`src/rtl/pipe_ctrl_pkg.sv`:
```
// pipe_ctrl_pkg: shared encodings and the pipelined control word for pipe_ctrl_unit.
// dest is carried at DEST_W bits so any RA_W up to DEST_W fits without re-typing the struct.
package pipe_ctrl_pkg;
  localparam int DEST_W = 16;
  localparam logic [3:0] ALU_ADD = 4'd0;
  localparam logic [3:0] ALU_SUB = 4'd1;
  localparam logic [3:0] ALU_AND = 4'd2;
  localparam logic [3:0] ALU_OR  = 4'd3;
  localparam logic [3:0] ALU_NOR = 4'd4;
  localparam logic [3:0] ALU_SLL = 4'd5;
  localparam logic [3:0] ALU_SRL = 4'd6;
  localparam logic [3:0] ALU_SRA = 4'd7;
  localparam logic [3:0] ALU_SLT = 4'd8;
  localparam logic [5:0] OP_RTYPE = 6'h00;
  localparam logic [5:0] OP_J     = 6'h02;
  localparam logic [5:0] OP_BEQ   = 6'h04;
  localparam logic [5:0] OP_ADDI  = 6'h08;
  localparam logic [5:0] OP_LW    = 6'h23;
  localparam logic [5:0] OP_SW    = 6'h2B;
  localparam logic [5:0] FN_SLL  = 6'h00;
  localparam logic [5:0] FN_SRL  = 6'h02;
  localparam logic [5:0] FN_SRA  = 6'h03;
  localparam logic [5:0] FN_JR   = 6'h08;
  localparam logic [5:0] FN_ADD  = 6'h20;
  localparam logic [5:0] FN_ADDU = 6'h21;
  localparam logic [5:0] FN_SUB  = 6'h22;
  localparam logic [5:0] FN_SUBU = 6'h23;
  localparam logic [5:0] FN_AND  = 6'h24;
  localparam logic [5:0] FN_OR   = 6'h25;
  localparam logic [5:0] FN_NOR  = 6'h27;
  localparam logic [5:0] FN_SLT  = 6'h2A;
  localparam logic [1:0] PC_SEQ = 2'b00;
  localparam logic [1:0] PC_JR  = 2'b01;
  localparam logic [1:0] PC_BEQ = 2'b10;
  localparam logic [1:0] PC_J   = 2'b11;
  localparam logic [1:0] FWD_NONE = 2'b00;
  localparam logic [1:0] FWD_WB   = 2'b01;
  localparam logic [1:0] FWD_MEM  = 2'b10;
  typedef struct packed {
    logic [3:0]        alu_op;
    logic              alu_src;
    logic [1:0]        pcsrc;
    logic              mem_read;
    logic              mem_write;
    logic              reg_write;
    logic              memtoreg;
    logic [DEST_W-1:0] dest;
    logic              illegal;
  } ctrl_t;
  localparam ctrl_t CW_ILLEGAL = '{illegal: 1'b1, default: '0};
  // reg_write is never set with dest 0, so this also rejects $0
  function automatic logic writes(input ctrl_t c, input logic [DEST_W-1:0] r);
    return c.reg_write && c.dest == r;
  endfunction
endpackage

```
`src/rtl/pipe_ctrl_decode.sv`:
```
// pipe_ctrl_decode: combinational ID-stage decode of opcode/funct into a control word.
module pipe_ctrl_decode
  import pipe_ctrl_pkg::*;
#(
  parameter int RA_W = 5
) (
  input  logic [5:0]      i_opcode,
  input  logic [5:0]      i_funct,
  input  logic [RA_W-1:0] i_rt,
  input  logic [RA_W-1:0] i_rd,
  output ctrl_t           o_ctrl
);
  always_comb begin
    o_ctrl = '0;
    case (i_opcode)
      OP_RTYPE: begin
        o_ctrl.reg_write = 1'b1;
        o_ctrl.dest = DEST_W'(i_rd);
        case (i_funct)
          FN_ADD, FN_ADDU: o_ctrl.alu_op = ALU_ADD;
          FN_SUB, FN_SUBU: o_ctrl.alu_op = ALU_SUB;
          FN_AND: o_ctrl.alu_op = ALU_AND;
          FN_OR:  o_ctrl.alu_op = ALU_OR;
          FN_NOR: o_ctrl.alu_op = ALU_NOR;
          FN_SLT: o_ctrl.alu_op = ALU_SLT;
          FN_SLL: o_ctrl.alu_op = ALU_SLL;
          FN_SRL: o_ctrl.alu_op = ALU_SRL;
          FN_SRA: o_ctrl.alu_op = ALU_SRA;
          FN_JR: begin
            o_ctrl.reg_write = 1'b0;
            o_ctrl.dest = '0;
            o_ctrl.pcsrc = PC_JR;
          end
          default: o_ctrl = CW_ILLEGAL;
        endcase
      end
      OP_ADDI: begin
        o_ctrl.alu_src = 1'b1;
        o_ctrl.reg_write = 1'b1;
        o_ctrl.dest = DEST_W'(i_rt);
      end
      OP_LW: begin
        o_ctrl.alu_src = 1'b1;
        o_ctrl.mem_read = 1'b1;
        o_ctrl.memtoreg = 1'b1;
        o_ctrl.reg_write = 1'b1;
        o_ctrl.dest = DEST_W'(i_rt);
      end
      OP_SW: begin
        o_ctrl.alu_src = 1'b1;
        o_ctrl.mem_write = 1'b1;
      end
      OP_BEQ: begin
        o_ctrl.alu_op = ALU_SUB;
        o_ctrl.pcsrc = PC_BEQ;
      end
      OP_J: o_ctrl.pcsrc = PC_J;
      default: o_ctrl = CW_ILLEGAL;
    endcase
    if (o_ctrl.dest == '0) o_ctrl.reg_write = 1'b0;
  end
endmodule

```
`src/rtl/pipe_ctrl_unit.sv`:
```
// pipe_ctrl_unit: pipelined control with load-use/RAW stalls, branch flush and optional forwarding.
// Define PIPE_CTRL_FWD_EN for EX/MEM and MEM/WB forwarding; otherwise RAW hazards fully interlock.
module pipe_ctrl_unit
  import pipe_ctrl_pkg::*;
#(
  parameter int ALUOP_W = 5,
  parameter int RA_W    = 5
) (
  input  logic               clk,
  input  logic               rst,
  input  logic [5:0]         opcode,
  input  logic [5:0]         funct,
  input  logic [RA_W-1:0]    id_rs,
  input  logic [RA_W-1:0]    id_rt,
  input  logic [RA_W-1:0]    id_rd,
  input  logic               br_taken,
  output logic [ALUOP_W-1:0] ex_alu_op,
  output logic               ex_alu_src,
  output logic [1:0]         ex_pcsrc,
  output logic [RA_W-1:0]    ex_rs,
  output logic [RA_W-1:0]    ex_rt,
  output logic               mem_read,
  output logic               mem_write,
  output logic               wb_reg_write,
  output logic               wb_memtoreg,
  output logic [RA_W-1:0]    wb_dest,
  output logic               pc_write,
  output logic               ifid_write,
  output logic               ifid_flush,
  output logic               stall,
  output logic               illegal,
  output logic [1:0]         fwd_a,
  output logic [1:0]         fwd_b
);
  ctrl_t w_dec, r_idex, r_exmem, r_memwb;
  logic [RA_W-1:0] r_ex_rs, r_ex_rt;
  logic [DEST_W-1:0] w_rs, w_rt;
  logic w_load_use, w_raw, w_stall, w_bubble, w_unused;
  pipe_ctrl_decode #(.RA_W(RA_W)) u_decode (
    .i_opcode(opcode),
    .i_funct (funct),
    .i_rt    (id_rt),
    .i_rd    (id_rd),
    .o_ctrl  (w_dec)
  );
  assign w_rs = DEST_W'(id_rs);
  assign w_rt = DEST_W'(id_rt);
  assign w_load_use = r_idex.mem_read && r_idex.dest != '0 &&
                      (r_idex.dest == w_rs || r_idex.dest == w_rt);
`ifdef PIPE_CTRL_FWD_EN
  logic [DEST_W-1:0] w_ex_rs, w_ex_rt;
  assign w_ex_rs = DEST_W'(r_ex_rs);
  assign w_ex_rt = DEST_W'(r_ex_rt);
  assign w_raw = 1'b0;
  assign fwd_a = writes(r_exmem, w_ex_rs) ? FWD_MEM : writes(r_memwb, w_ex_rs) ? FWD_WB : FWD_NONE;
  assign fwd_b = writes(r_exmem, w_ex_rt) ? FWD_MEM : writes(r_memwb, w_ex_rt) ? FWD_WB : FWD_NONE;
`else
  // MEM/WB needs no check: the register file writes in the first half-cycle
  assign w_raw = writes(r_idex, w_rs) || writes(r_exmem, w_rs) ||
                 writes(r_idex, w_rt) || writes(r_exmem, w_rt);
  assign fwd_a = FWD_NONE;
  assign fwd_b = FWD_NONE;
`endif
  assign w_stall = (w_load_use || w_raw) && !br_taken;
  assign w_bubble = w_stall || br_taken;
  assign stall = w_stall;
  assign pc_write = !w_stall;
  assign ifid_write = !w_stall;
  assign ifid_flush = br_taken;
  always_ff @(posedge clk or posedge rst) begin
    if (rst) begin
      r_idex <= '0;
      r_exmem <= '0;
      r_memwb <= '0;
      r_ex_rs <= '0;
      r_ex_rt <= '0;
    end else begin
      r_idex <= w_bubble ? '0 : w_dec;
      r_ex_rs <= w_bubble ? '0 : id_rs;
      r_ex_rt <= w_bubble ? '0 : id_rt;
      r_exmem <= r_idex;
      r_memwb <= r_exmem;
    end
  end
  assign ex_alu_op = ALUOP_W'(r_idex.alu_op);
  assign ex_alu_src = r_idex.alu_src;
  assign ex_pcsrc = r_idex.pcsrc;
  assign ex_rs = r_ex_rs;
  assign ex_rt = r_ex_rt;
  assign illegal = r_idex.illegal;
  assign mem_read = r_exmem.mem_read;
  assign mem_write = r_exmem.mem_write;
  assign wb_reg_write = r_memwb.reg_write;
  assign wb_memtoreg = r_memwb.memtoreg;
  assign wb_dest = r_memwb.dest[RA_W-1:0];
  assign w_unused = ^r_memwb;
endmodule

```
`config.mk`:
```
export PLATFORM = sky130hd
export DESIGN_NAME = pipe_ctrl_unit
export DESIGN_NICKNAME = d
export VERILOG_FILES = /design/src/rtl/pipe_ctrl_pkg.sv /design/src/rtl/pipe_ctrl_decode.sv /design/src/rtl/pipe_ctrl_unit.sv
export SDC_FILE = /design/constraint.sdc
export NUM_CORES = 1
export LEC_CHECK = 0
export ABC_AREA = 1
export ABC_CLOCK_PERIOD_IN_PS = 2200
export BUFFER_PORTS_ARGS = -buffer_cell sky130_fd_sc_hd__buf_2
export CAP_MARGIN = 0
export CORE_UTILIZATION = 45
export DETAILED_ROUTE_END_ITERATION = 6
export HOLD_SLACK_MARGIN = 0.08
export PLACE_DENSITY = 0.7
export SYNTH_ARGS = -nofsm -noshare
export SYNTH_HDL_FRONTEND = slang
export SYNTH_SLANG_ARGS = --single-unit
```
`constraint.sdc`:
```
create_clock -name clk -period 2.2 [get_ports clk]
set_clock_uncertainty 0.2 [all_clocks]
set_input_delay 0.66 -clock clk [delete_from_list [all_inputs] [get_ports clk]]
set_output_delay 0.66 -clock clk [all_outputs]
set_load 0.02 [all_outputs]
```
==> flow_metrics.env, run 1 <==
export IMPL_status="finished with violations"
export IMPL_violations="setup timing"
export IMPL_num_rows=23
export IMPL_power_frac_seq=0.519
export IMPL_drive_above_1_share=0.315
export IMPL_routed_wl_um=3690
export IMPL_path_common_cell="nand2_1"
export IMPL_htree_levels=2
export IMPL_start_util=0.478
export IMPL_timing_final_crit_period_ns=2.46
export IMPL_reg2regPathDepth=12
export IMPL_grt_max_degree=42
export IMPL_final_area_sq_um=2470
export IMPL_critPathCapture="stall"
export IMPL_start_kind="input pin"
export IMPL_switchingPower_uw=366
export IMPL_num_antenna_cells=0
export IMPL_die_x_um=67.9
export IMPL_multi_input_area_sq_um=727
export IMPL_die_area_sq_um=4610
export IMPL_synth_compound_area_frac=0.0340
export IMPL_synth_seq_cells=41
export IMPL_syn2layout_area_growth_pct=26.3
export IMPL_ant_nets=0
export IMPL_crit_path_end_kind="output port"
export IMPL_grt_pass1_vias=1499
export IMPL_worstPathRequired_ns=1.34
export IMPL_fin_tns_setup_ns=-0.791
export IMPL_finalPower_mw=1.49
export IMPL_syn_inst=225
export IMPL_antenna_found_initial=0
export IMPL_die_h_um=67.9
export IMPL_pin_count=66
export IMPL_cts_tree="done"
export IMPL_viasPerCell=4.53
export IMPL_maxCapViolCount=0
export IMPL_layout_commonest_cell="buf_2"
export IMPL_ctsLongestPathBuffers=2
export IMPL_seq_area_frac_synth=0.525
export IMPL_startpoint="id_rs[3]"
export IMPL_track_usage=0.186
export IMPL_regArea_sq_um=1030
export IMPL_syn_area_per_cell_sq_um=8.68
export IMPL_synth_top_family_by_area="simple AND/OR/NAND/NOR gates"
export IMPL_drt_initial_drc_count=66
export IMPL_fillers=382
export IMPL_worstSetupPathDepth=10
export IMPL_rsz0062_at_grt="yes"
export IMPL_whs_ns=0.153
export IMPL_fin_crit_sh=1.12
export IMPL_clk_latency_ns=0.29
export IMPL_yosysUniqueCellTypes=22
export IMPL_drv_slew=0
export IMPL_worstPathCellList="buf_2 -> xor2_1 -> nor2_1 -> nand3_1 -> nand2_1 -> nand2_1 -> nand2_2 -> nand2_4 -> inv_2 -> buf_6"
export IMPL_route_detailed_drc=0
export IMPL_preCtsSetupSlack_ns=-0.313
export IMPL_grt_overflow_total=0
export IMPL_fmax_ghz=0.406
export IMPL_hold_path_class="flop to flop"
export IMPL_fin_util=0.604
export IMPL_cts_hold_buf=0
export IMPL_post_drt_wl_per_cell_um=10.7
export IMPL_hold_violations=0
export IMPL_worstSetupPathType="input pin to output port"
export IMPL_core_sq_um=4090
export IMPL_dp_cells=335
export IMPL_setup_viol=3
export IMPL_synthMuxAreaShare=0
export IMPL_p_per_area_nw_per_um2=605
export IMPL_max_vdd_ir_drop_mv=0.253
export IMPL_cts_buffers=5
export IMPL_arrival_ns=1.60
export IMPL_path_clk_slew_ns=0.08
export IMPL_synth_simple_gate_area_frac=0.238
export IMPL_power_leakage_nw=1.48
export IMPL_synth_xor_area_frac=0.0852
export IMPL_cts_root_buffer="clkbuf_8"
export IMPL_cp_num_buf_inv=3
export IMPL_crit_family="simple AND/OR/NAND/NOR gates"
export IMPL_r2r_start="r_idex[1]"
export IMPL_dp_hpwl_um=2790
export IMPL_p_clk_frac=0.353
export IMPL_power_frac_comb=0.128
export IMPL_gp_congestion=0.775
export IMPL_port_buffers=60
export IMPL_hold_depth=0
export IMPL_critPathMaxStageDelay_ns=0.15
export IMPL_yosys_warnings=0
export IMPL_switching_share=0.245
export IMPL_setup_slack_ns=-0.264
export IMPL_nNetsFinal=324
export IMPL_synthAdderAreaFrac=0
export IMPL_crit_slowest_cell="xor2_1"
export IMPL_vias=1563
export IMPL_drt_pass1_iterations=4
export IMPL_p_int_mw=1.13
export IMPL_cts_sinks=41
export IMPL_postPlaceCellArea_sq_um=2300
export IMPL_finalNonFillerCells=345
export IMPL_final_cell_mix="buf_2, nor2_1, dfrtp_1, nand2_1, nand3_1"
export IMPL_crit_path_max_fanout=3
export IMPL_syn_cell_area_sq_um=1950
export IMPL_regToRegSetupSlack_ns=0.21
export IMPL_reg2reg_to="ex_rs[0]"
export IMPL_grt_pass1_wl_um=6200
synthesized netlist by cell type:
master | n | area share
buf_6 | 2 | 0.012
nand3_1 | 25 | 0.064
inv_2 | 1 | 0.0019
nand2_1 | 36 | 0.069
o21ai_0 | 3 | 0.0077
nor3_2 | 1 | 0.0051
a21o_1 | 1 | 0.0038
xnor2_1 | 4 | 0.018
nor2_4 | 1 | 0.0058
nand4_1 | 1 | 0.0032
buf_2 | 1 | 0.0026
nor4_1 | 1 | 0.0032
dfrtp_1 | 41 | 0.53
xor2_1 | 15 | 0.067
nand2_2 | 1 | 0.0032
nor2_1 | 42 | 0.081
buf_4 | 13 | 0.050
inv_1 | 26 | 0.050
or2_2 | 1 | 0.0032
conb_1 | 1 | 0.0019
a21oi_1 | 7 | 0.018
a21oi_2 | 1 | 0.0045
power groups by stage:
stage / Combinational (mW) / Clock (mW) / Sequential (mW)
finish: 0.191 / 0.527 / 0.774
detailed placement: 0.186 / 0 / 0.789
CTS: 0.190 / 0.545 / 0.774
floorplan: 0.0963 / 0 / 0.806
global route: 0.214 / 0.573 / 0.776
global placement: 0.183 / 0 / 0.789
area by class of cell:
cell class,count,share of cell area
well taps,50,0.0254
clock inverters,1,0.00203
clock buffers,7,0.0390
flip-flops and latches,41,0.416
multi-input cells,145,0.295
repair buffers,74,0.181
inverters,27,0.0421
registers in the layout (all words and copies together) (netlist names), 2 cells and up:
| name | count |
|---|---|
| wb_dest | 5 |
| ex_rs | 5 |
| r_exmem | 6 |
| ex_alu_op | 4 |
| r_idex | 8 |
| ex_pcsrc | 2 |
| ex_rt | 5 |
layer usage:
metal / vias to the layer above / share of wire / track usage
met4: 0 / 0.017 / 0.0781
li1: 811 / - / -
met1: 696 / 0.44 / 0.208
met5: - / 0 / 0
met3: 7 / 0.071 / 0.0567
met2: 49 / 0.48 / 0.327
repair_timing:
| item | CTS | global route |
|---|---|---|
| resized for setup | 8 | 9 |
| setup buffers | 2 | 0 |
| endpoints found under the setup margin | 3 | 26 |
| pin swaps | 8 | 13 |
how the worst min path moves through the flow:
stage / start / to / slack, ns
floorplan: r_idex[19] / mem_write / 0.13
global placement: r_idex[19] / mem_write / 0.14
detailed placement: r_idex[19] / mem_write / 0.14
CTS: r_idex[19] / mem_write / 0.16
global route: r_idex[19] / mem_write / 0.18
finish: r_idex[19] / mem_write / 0.15
cell families after synthesis:
group | Yosys count
simple gates | 109
buf+inv | 43
flops | 41
xor+xnor | 19
compound gates | 12
other cells | 1
(Power assumes the default switching activity.)
==> run 2, diff against run 1 <==
--- a/config.mk
+++ b/config.mk
@@ -12,7 +12,7 @@
 export CORE_UTILIZATION = 45
 export DETAILED_ROUTE_END_ITERATION = 6
 export HOLD_SLACK_MARGIN = 0.08
-export PLACE_DENSITY = 0.7
+export PLACE_DENSITY_LB_ADDON = 0.08
 export SYNTH_ARGS = -nofsm -noshare
 export SYNTH_HDL_FRONTEND = slang
 export SYNTH_SLANG_ARGS = --single-unit
==> run 2 against run 1 <==
The run still ends with setup timing left; via count grew 0.19%; utilization rose by 0.37 points; sequential cell count did not move; final cell count unchanged; wire length rose by 4.1%; sequential power barely moved; fmax up 0.61%.
==> flow_metrics.env, run 2 (same netlist as run 1, synthesis figures left out) <==
export IMPL_postPlaceCellArea_sq_um=2310
export IMPL_core_sq_um=4090
export IMPL_setup_viol=3
export IMPL_clk_latency_ns=0.29
export IMPL_nNetsFinal=325
export IMPL_critPathMaxStageDelay_ns=0.14
export IMPL_die_h_um=67.9
export IMPL_post_drt_wl_per_cell_um=11.1
export IMPL_syn2layout_area_growth_pct=27.1
export IMPL_route_detailed_drc=0
export IMPL_ctsLongestPathBuffers=2
export IMPL_crit_family="simple AND/OR/NAND/NOR gates"
export IMPL_path_clk_slew_ns=0.07
export IMPL_violations="setup timing"
export IMPL_rsz0062_at_grt="yes"
export IMPL_start_util=0.478
export IMPL_crit_path_max_fanout=3
export IMPL_arrival_ns=1.59
export IMPL_num_rows=23
export IMPL_reg_top3="r_idex: 8 flops, r_exmem: 6 flops"
export IMPL_maxCapViolCount=0
export IMPL_htree_levels=2
export IMPL_crit_slowest_cell="xor2_1"
export IMPL_layout_commonest_cell="buf_2"
export IMPL_die_x_um=67.9
export IMPL_gp_congestion=0.760
export IMPL_maxSlewHeadroom=0.666
export IMPL_drv_slew=0
export IMPL_power_leakage_nw=1.49
export IMPL_cp_num_buf_inv=3
export IMPL_largest_reg_flops=8
export IMPL_timing_final_crit_period_ns=2.45
export IMPL_cts_sinks=41
export IMPL_p_per_area_nw_per_um2=589
export IMPL_tightest_slew_ns=0.501
export IMPL_max_vdd_ir_drop_mv=0.278
export IMPL_grt_overflow_total=0
export IMPL_grt_pass1_wl_um=6470
export IMPL_pin_count=66
export IMPL_grt_pass1_vias=1498
export IMPL_drt_initial_drc_count=84
export IMPL_hold_violations=0
export IMPL_drive_above_1_share=0.305
export IMPL_track_usage=0.194
export IMPL_num_antenna_cells=0
export IMPL_regArea_sq_um=1030
export IMPL_vias=1566
export IMPL_antenna_found_initial=0
export IMPL_port_buffers=60
export IMPL_fillers=383
export IMPL_cts_hold_buf=0
export IMPL_worstSetupPathType="input pin to output port"
export IMPL_die_area_sq_um=4610
export IMPL_status="finished with violations"
export IMPL_dp_hpwl_um=2760
export IMPL_cts_tree="done"
export IMPL_ant_nets=0
export IMPL_fin_util=0.607
export IMPL_worstPathRequired_ns=1.34
export IMPL_crit_path_end_kind="output port"
export IMPL_largest_register="r_idex"
export IMPL_cts_buffers=5
export IMPL_start_kind="input pin"
export IMPL_hold_path_class="flop to flop"
export IMPL_cts_root_buffer="clkbuf_8"
export IMPL_routed_wl_um=3840
export IMPL_fmax_ghz=0.408
export IMPL_drt_pass1_iterations=4
export IMPL_preCtsSetupSlack_ns=-0.309
export IMPL_grt_max_degree=42
export IMPL_viasPerCell=4.54
export IMPL_multi_input_area_sq_um=723
export IMPL_final_cell_mix="buf_2, nor2_1, dfrtp_1, nand2_1"
export IMPL_final_area_sq_um=2480
export IMPL_setup_slack_ns=-0.249
export IMPL_fin_crit_sh=1.11
export IMPL_worstPathCellList="buf_6 -> xor2_1 -> nor2_1 -> nand3_1 -> nand2_1 -> nand2_1 -> nand2_2 -> nand2_4 -> inv_2 -> buf_6"
-- run 2: cell count changes in the layout (fill, tap and decap cells not counted) --
cell,before,now
a21oi_2,2,1
buf_6,2,9
clkbuf_1,0,1
inv_1,24,25
clkinv_2,1,0
a21oi_1,6,7
buf_8,2,1
clkbuf_8,7,6
buf_2,53,50
buf_4,17,15
inv_2,2,1
-- run 2: cell type report --
class	instances	area share
flip-flops and latches	41	0.414
multi-input cells	145	0.291
repair buffers	75	0.193
inverters	27	0.0418
clock buffers	7	0.0348
well taps	50	0.0252
-- run 2: stage by stage --
| stage | total power [mW] | hold slack [ns] | TNS (ns) | cells |
|---|---|---|---|---|
| finish | 1.46 | 0.151 | -0.676 | 345 |
| global route | 1.53 | 0.159 | -0.983 | 345 |
| CTS | 1.47 | 0.155 | -0.671 | 344 |
| detailed placement | 0.976 | 0.139 | -3.42 | 336 |
| global placement | 0.974 | 0.134 | -2.84 | 336 |
| floorplan | 0.902 | 0.131 | -0.117 | 229 |
-- run 2: power breakdown --
part / internal, mW / total, mW / switching [mW]
Combinational: 0.0777 / 0.196 / 0.118
Clock: 0.249 / 0.493 / 0.244
Sequential: 0.769 / 0.774 / 0.00492
Total: 1.10 / 1.46 / 0.367
-- run 2: routing by layer --
| layer | up-vias | track usage | wire [um] |
|---|---|---|---|
| li1 | 812 | - | - |
| met5 | - | 0 | 0 |
| met4 | 0 | 0.109 | 81 |
| met2 | 46 | 0.322 | 1840 |
| met1 | 701 | 0.244 | 1770 |
| met3 | 7 | 0.0250 | 148 |
-- run 2: timing repair --
action / in CTS / in global routing
setup buffers: 1 / 1
resized for setup: 20 / 3
pin swaps: 17 / 6
setup endpoints to repair: 3 / 25
-- run 2: worst paths after layout --
check	startpoint	to	slack, ns	depth (start not counted)
hold reg to reg	r_idex[19]	mem_write	0.15	0
hold / removal	r_idex[19]	mem_write	0.15	0
max in group asynchronous	rst	r_idex[4]	1.15	3
setup reg to reg	r_idex[4]	ex_pcsrc[0]	0.29	11
setup / recovery	id_rt[2]	stall	-0.25	10
min in group asynchronous	rst	ex_alu_op[0]	0.28	3
==> run 3, diff against run 2 <==
--- a/config.mk
+++ b/config.mk
@@ -6,13 +6,14 @@
 export NUM_CORES = 1
 export LEC_CHECK = 0
 export ABC_AREA = 1
-export ABC_CLOCK_PERIOD_IN_PS = 2200
+export ABC_CLOCK_PERIOD_IN_PS = 2300
 export BUFFER_PORTS_ARGS = -buffer_cell sky130_fd_sc_hd__buf_2
 export CAP_MARGIN = 0
 export CORE_UTILIZATION = 45
+export CTS_CLUSTER_DIAMETER = 100
 export DETAILED_ROUTE_END_ITERATION = 6
 export HOLD_SLACK_MARGIN = 0.08
-export PLACE_DENSITY_LB_ADDON = 0.08
+export PLACE_DENSITY = 0.73
 export SYNTH_ARGS = -nofsm -noshare
 export SYNTH_HDL_FRONTEND = slang
 export SYNTH_SLANG_ARGS = --single-unit
==> constraint.sdc (replaced) <==
create_clock -name clk -period 2.3 [get_ports clk]
set_clock_uncertainty 0.2 [all_clocks]
set_input_delay 0.69 -clock clk [delete_from_list [all_inputs] [get_ports clk]]
set_output_delay 0.69 -clock clk [all_outputs]
set_load 0.02 [all_outputs]
==> run 3 against run 2 <==
The run still ends with setup timing left; sequential share of layout area up 0.33 points; utilization fell by 0.55 points; clock power down 5.1%; design area shrank 0.91%; non-clock buffer count shrank 4; critical path type unchanged; global-route usage is 0.91 points lower; register-to-register slack gained 0.09 ns; sequential power shrank 4.4%.
==> flow_metrics.env, run 3 (same netlist as run 1, synthesis figures left out) <==
export IMPL_drv_slew=0
export IMPL_rsz0062_at_grt="yes"
export IMPL_start_util=0.478
export IMPL_fmax_ghz=0.402
export IMPL_nNetsFinal=321
export IMPL_hold_depth=0
export IMPL_drt_pass1_iterations=4
export IMPL_fillers=369
export IMPL_min_from="r_idex[19]"
export IMPL_fin_crit_sh=1.08
export IMPL_routed_wl_um=3730
export IMPL_reg2reg_to="ex_rs[2]"
export IMPL_port_buffers=60
export IMPL_hold_path_class="flop to flop"
export IMPL_worstPathCellList="buf_6 -> xor2_1 -> nor2_1 -> nand3_1 -> nand2_1 -> nand2_1 -> nand2_2 -> nand2_4 -> inv_2 -> buf_6"
export IMPL_finalPower_mw=1.39
export IMPL_syn2layout_area_growth_pct=25.9
export IMPL_preCtsSetupSlack_ns=-0.243
export IMPL_switchingPower_uw=347
export IMPL_route_detailed_drc=0
export IMPL_grt_pass1_wl_um=6240
export IMPL_num_antenna_cells=0
export IMPL_antenna_found_initial=0
export IMPL_layout_commonest_cell="buf_2"
export IMPL_viasPerCell=4.60
export IMPL_grt_max_degree=42
export IMPL_r2r_start="r_idex[3]"
export IMPL_clk_latency_ns=0.29
export IMPL_start_kind="input pin"
export IMPL_setup_slack_ns=-0.188
export IMPL_cts_root_buffer="clkbuf_8"
export IMPL_reg_top3="r_idex: 8 flops, r_exmem: 6 flops"
export IMPL_cp_num_buf_inv=3
export IMPL_p_int_mw=1.05
export IMPL_hold_path_end="mem_write"
export IMPL_ant_nets=0
export IMPL_hold_violations=0
export IMPL_crit_family="simple AND/OR/NAND/NOR gates"
export IMPL_power_leakage_nw=1.47
export IMPL_cts_setup_buffers=0
export IMPL_timing_final_crit_period_ns=2.49
export IMPL_reg2regPathDepth=10
export IMPL_arrival_ns=1.60
export IMPL_drive_above_1_share=0.302
export IMPL_num_rows=23
export IMPL_ctsLongestPathBuffers=2
export IMPL_cts_buffers=5
export IMPL_p_clk_frac=0.336
export IMPL_post_drt_wl_per_cell_um=10.9
export IMPL_grt_pass1_vias=1479
export IMPL_final_cell_mix="buf_2, nor2_1, dfrtp_1, nand2_1, nand3_1"
export IMPL_pin_count=66
export IMPL_vias=1567
export IMPL_crit_slowest_cell="xor2_1"
export IMPL_gp_congestion=0.795
export IMPL_switching_share=0.249
export IMPL_dp_hpwl_um=2730
export IMPL_core_sq_um=4090
export IMPL_grt_overflow_total=0
export IMPL_path_clk_slew_ns=0.07
export IMPL_violations="setup timing"
export IMPL_critPathMaxStageDelay_ns=0.15
export IMPL_regToRegSetupSlack_ns=0.38
export IMPL_setup_viol=3
export IMPL_max_vdd_ir_drop_mv=0.296
export IMPL_largest_register="r_idex"
export IMPL_drt_initial_drc_count=83
export IMPL_status="finished with violations"
export IMPL_track_usage=0.185
export IMPL_cts_sinks=41
export IMPL_crit_path_end_kind="output port"
export IMPL_die_x_um=67.9
export IMPL_die_area_sq_um=4610
export IMPL_power_frac_comb=0.133
export IMPL_crit_path_max_fanout=4
export IMPL_htree_levels=2
export IMPL_largest_reg_flops=8
export IMPL_cts_tree="done"
export IMPL_worstPathRequired_ns=1.41
export IMPL_fin_util=0.602
export IMPL_worstSetupPathType="input pin to output port"
export IMPL_p_per_area_nw_per_um2=567
export IMPL_maxCapViolCount=0
export IMPL_die_h_um=67.9
export IMPL_power_frac_seq=0.531
run 3: power by group through the flow:
| stage | Sequential (mW) | Clock [mW] | Combinational [mW] |
|---|---|---|---|
| global route | 0.742 | 0.513 | 0.210 |
| finish | 0.740 | 0.468 | 0.186 |
| floorplan | 0.771 | 0 | 0.0921 |
| global placement | 0.754 | 0 | 0.173 |
| detailed placement | 0.755 | 0 | 0.176 |
| CTS | 0.740 | 0.484 | 0.185 |
run 3: cell type report:
cell class / instances / area, sq um / area share
flip-flops and latches: 41 / 1030 / 0.417
inverters: 27 / 101 / 0.0412
repair buffers: 71 / 458 / 0.186
clock buffers: 7 / 86.3 / 0.0351
multi-input cells: 145 / 726 / 0.295
well taps: 50 / 62.6 / 0.0254
run 3: worst max path at each step:
stage,from,endpoint,slack [ns],depth (start not counted)
finish,id_rt[0],stall,-0.19,10
global route,r_idex[5],stall,-0.29,9
CTS,id_rt[2],stall,-0.19,10
detailed placement,id_rt[2],stall,-0.24,10
global placement,id_rs[2],stall,-0.23,10
floorplan,id_rs[2],pc_write,-0.03,8
run 3: timing repair:
item,in CTS,in global routing
gates resized for setup,19,8
pin swaps,17,9
hold buffers,0,0
cloned,0,0
endpoints found under the setup margin,3,3
run 3: through the flow:
stage	hold slack, ns	cells	setup TNS [ns]	cell area [sq um]
2_1_floorplan	0.131	229	-0.0371	1980
3_3_place_gp	0.134	334	-0.630	2300
3_5_place_dp	0.146	334	-0.860	2300
4_1_cts	0.163	341	-0.516	2440
5_1_grt	0.171	341	-0.779	2460
6_report	0.158	341	-0.504	2460
run 3: metal layers:
layer | GRT usage | vias to the layer above | part of all wire
met5 | 0 | - | 0
met4 | 0.0573 | 0 | 0.011
met3 | 0.0583 | 3 | 0.082
met2 | 0.309 | 59 | 0.47
met1 | 0.228 | 705 | 0.44
li1 | - | 800 | -
run 3: worst reg2reg max path: stages, from the launching register on:
cell and delay [ns]:
dfrtp_1 0.43, xor2_1 0.18, nor2_1 0.13, nand3_1 0.08
nand2_1 0.08, nand2_1 0.06, nand2_2 0.08, buf_4 0.12
nor2_4 0.04, inv_2 0.31, nor2_1 0.09
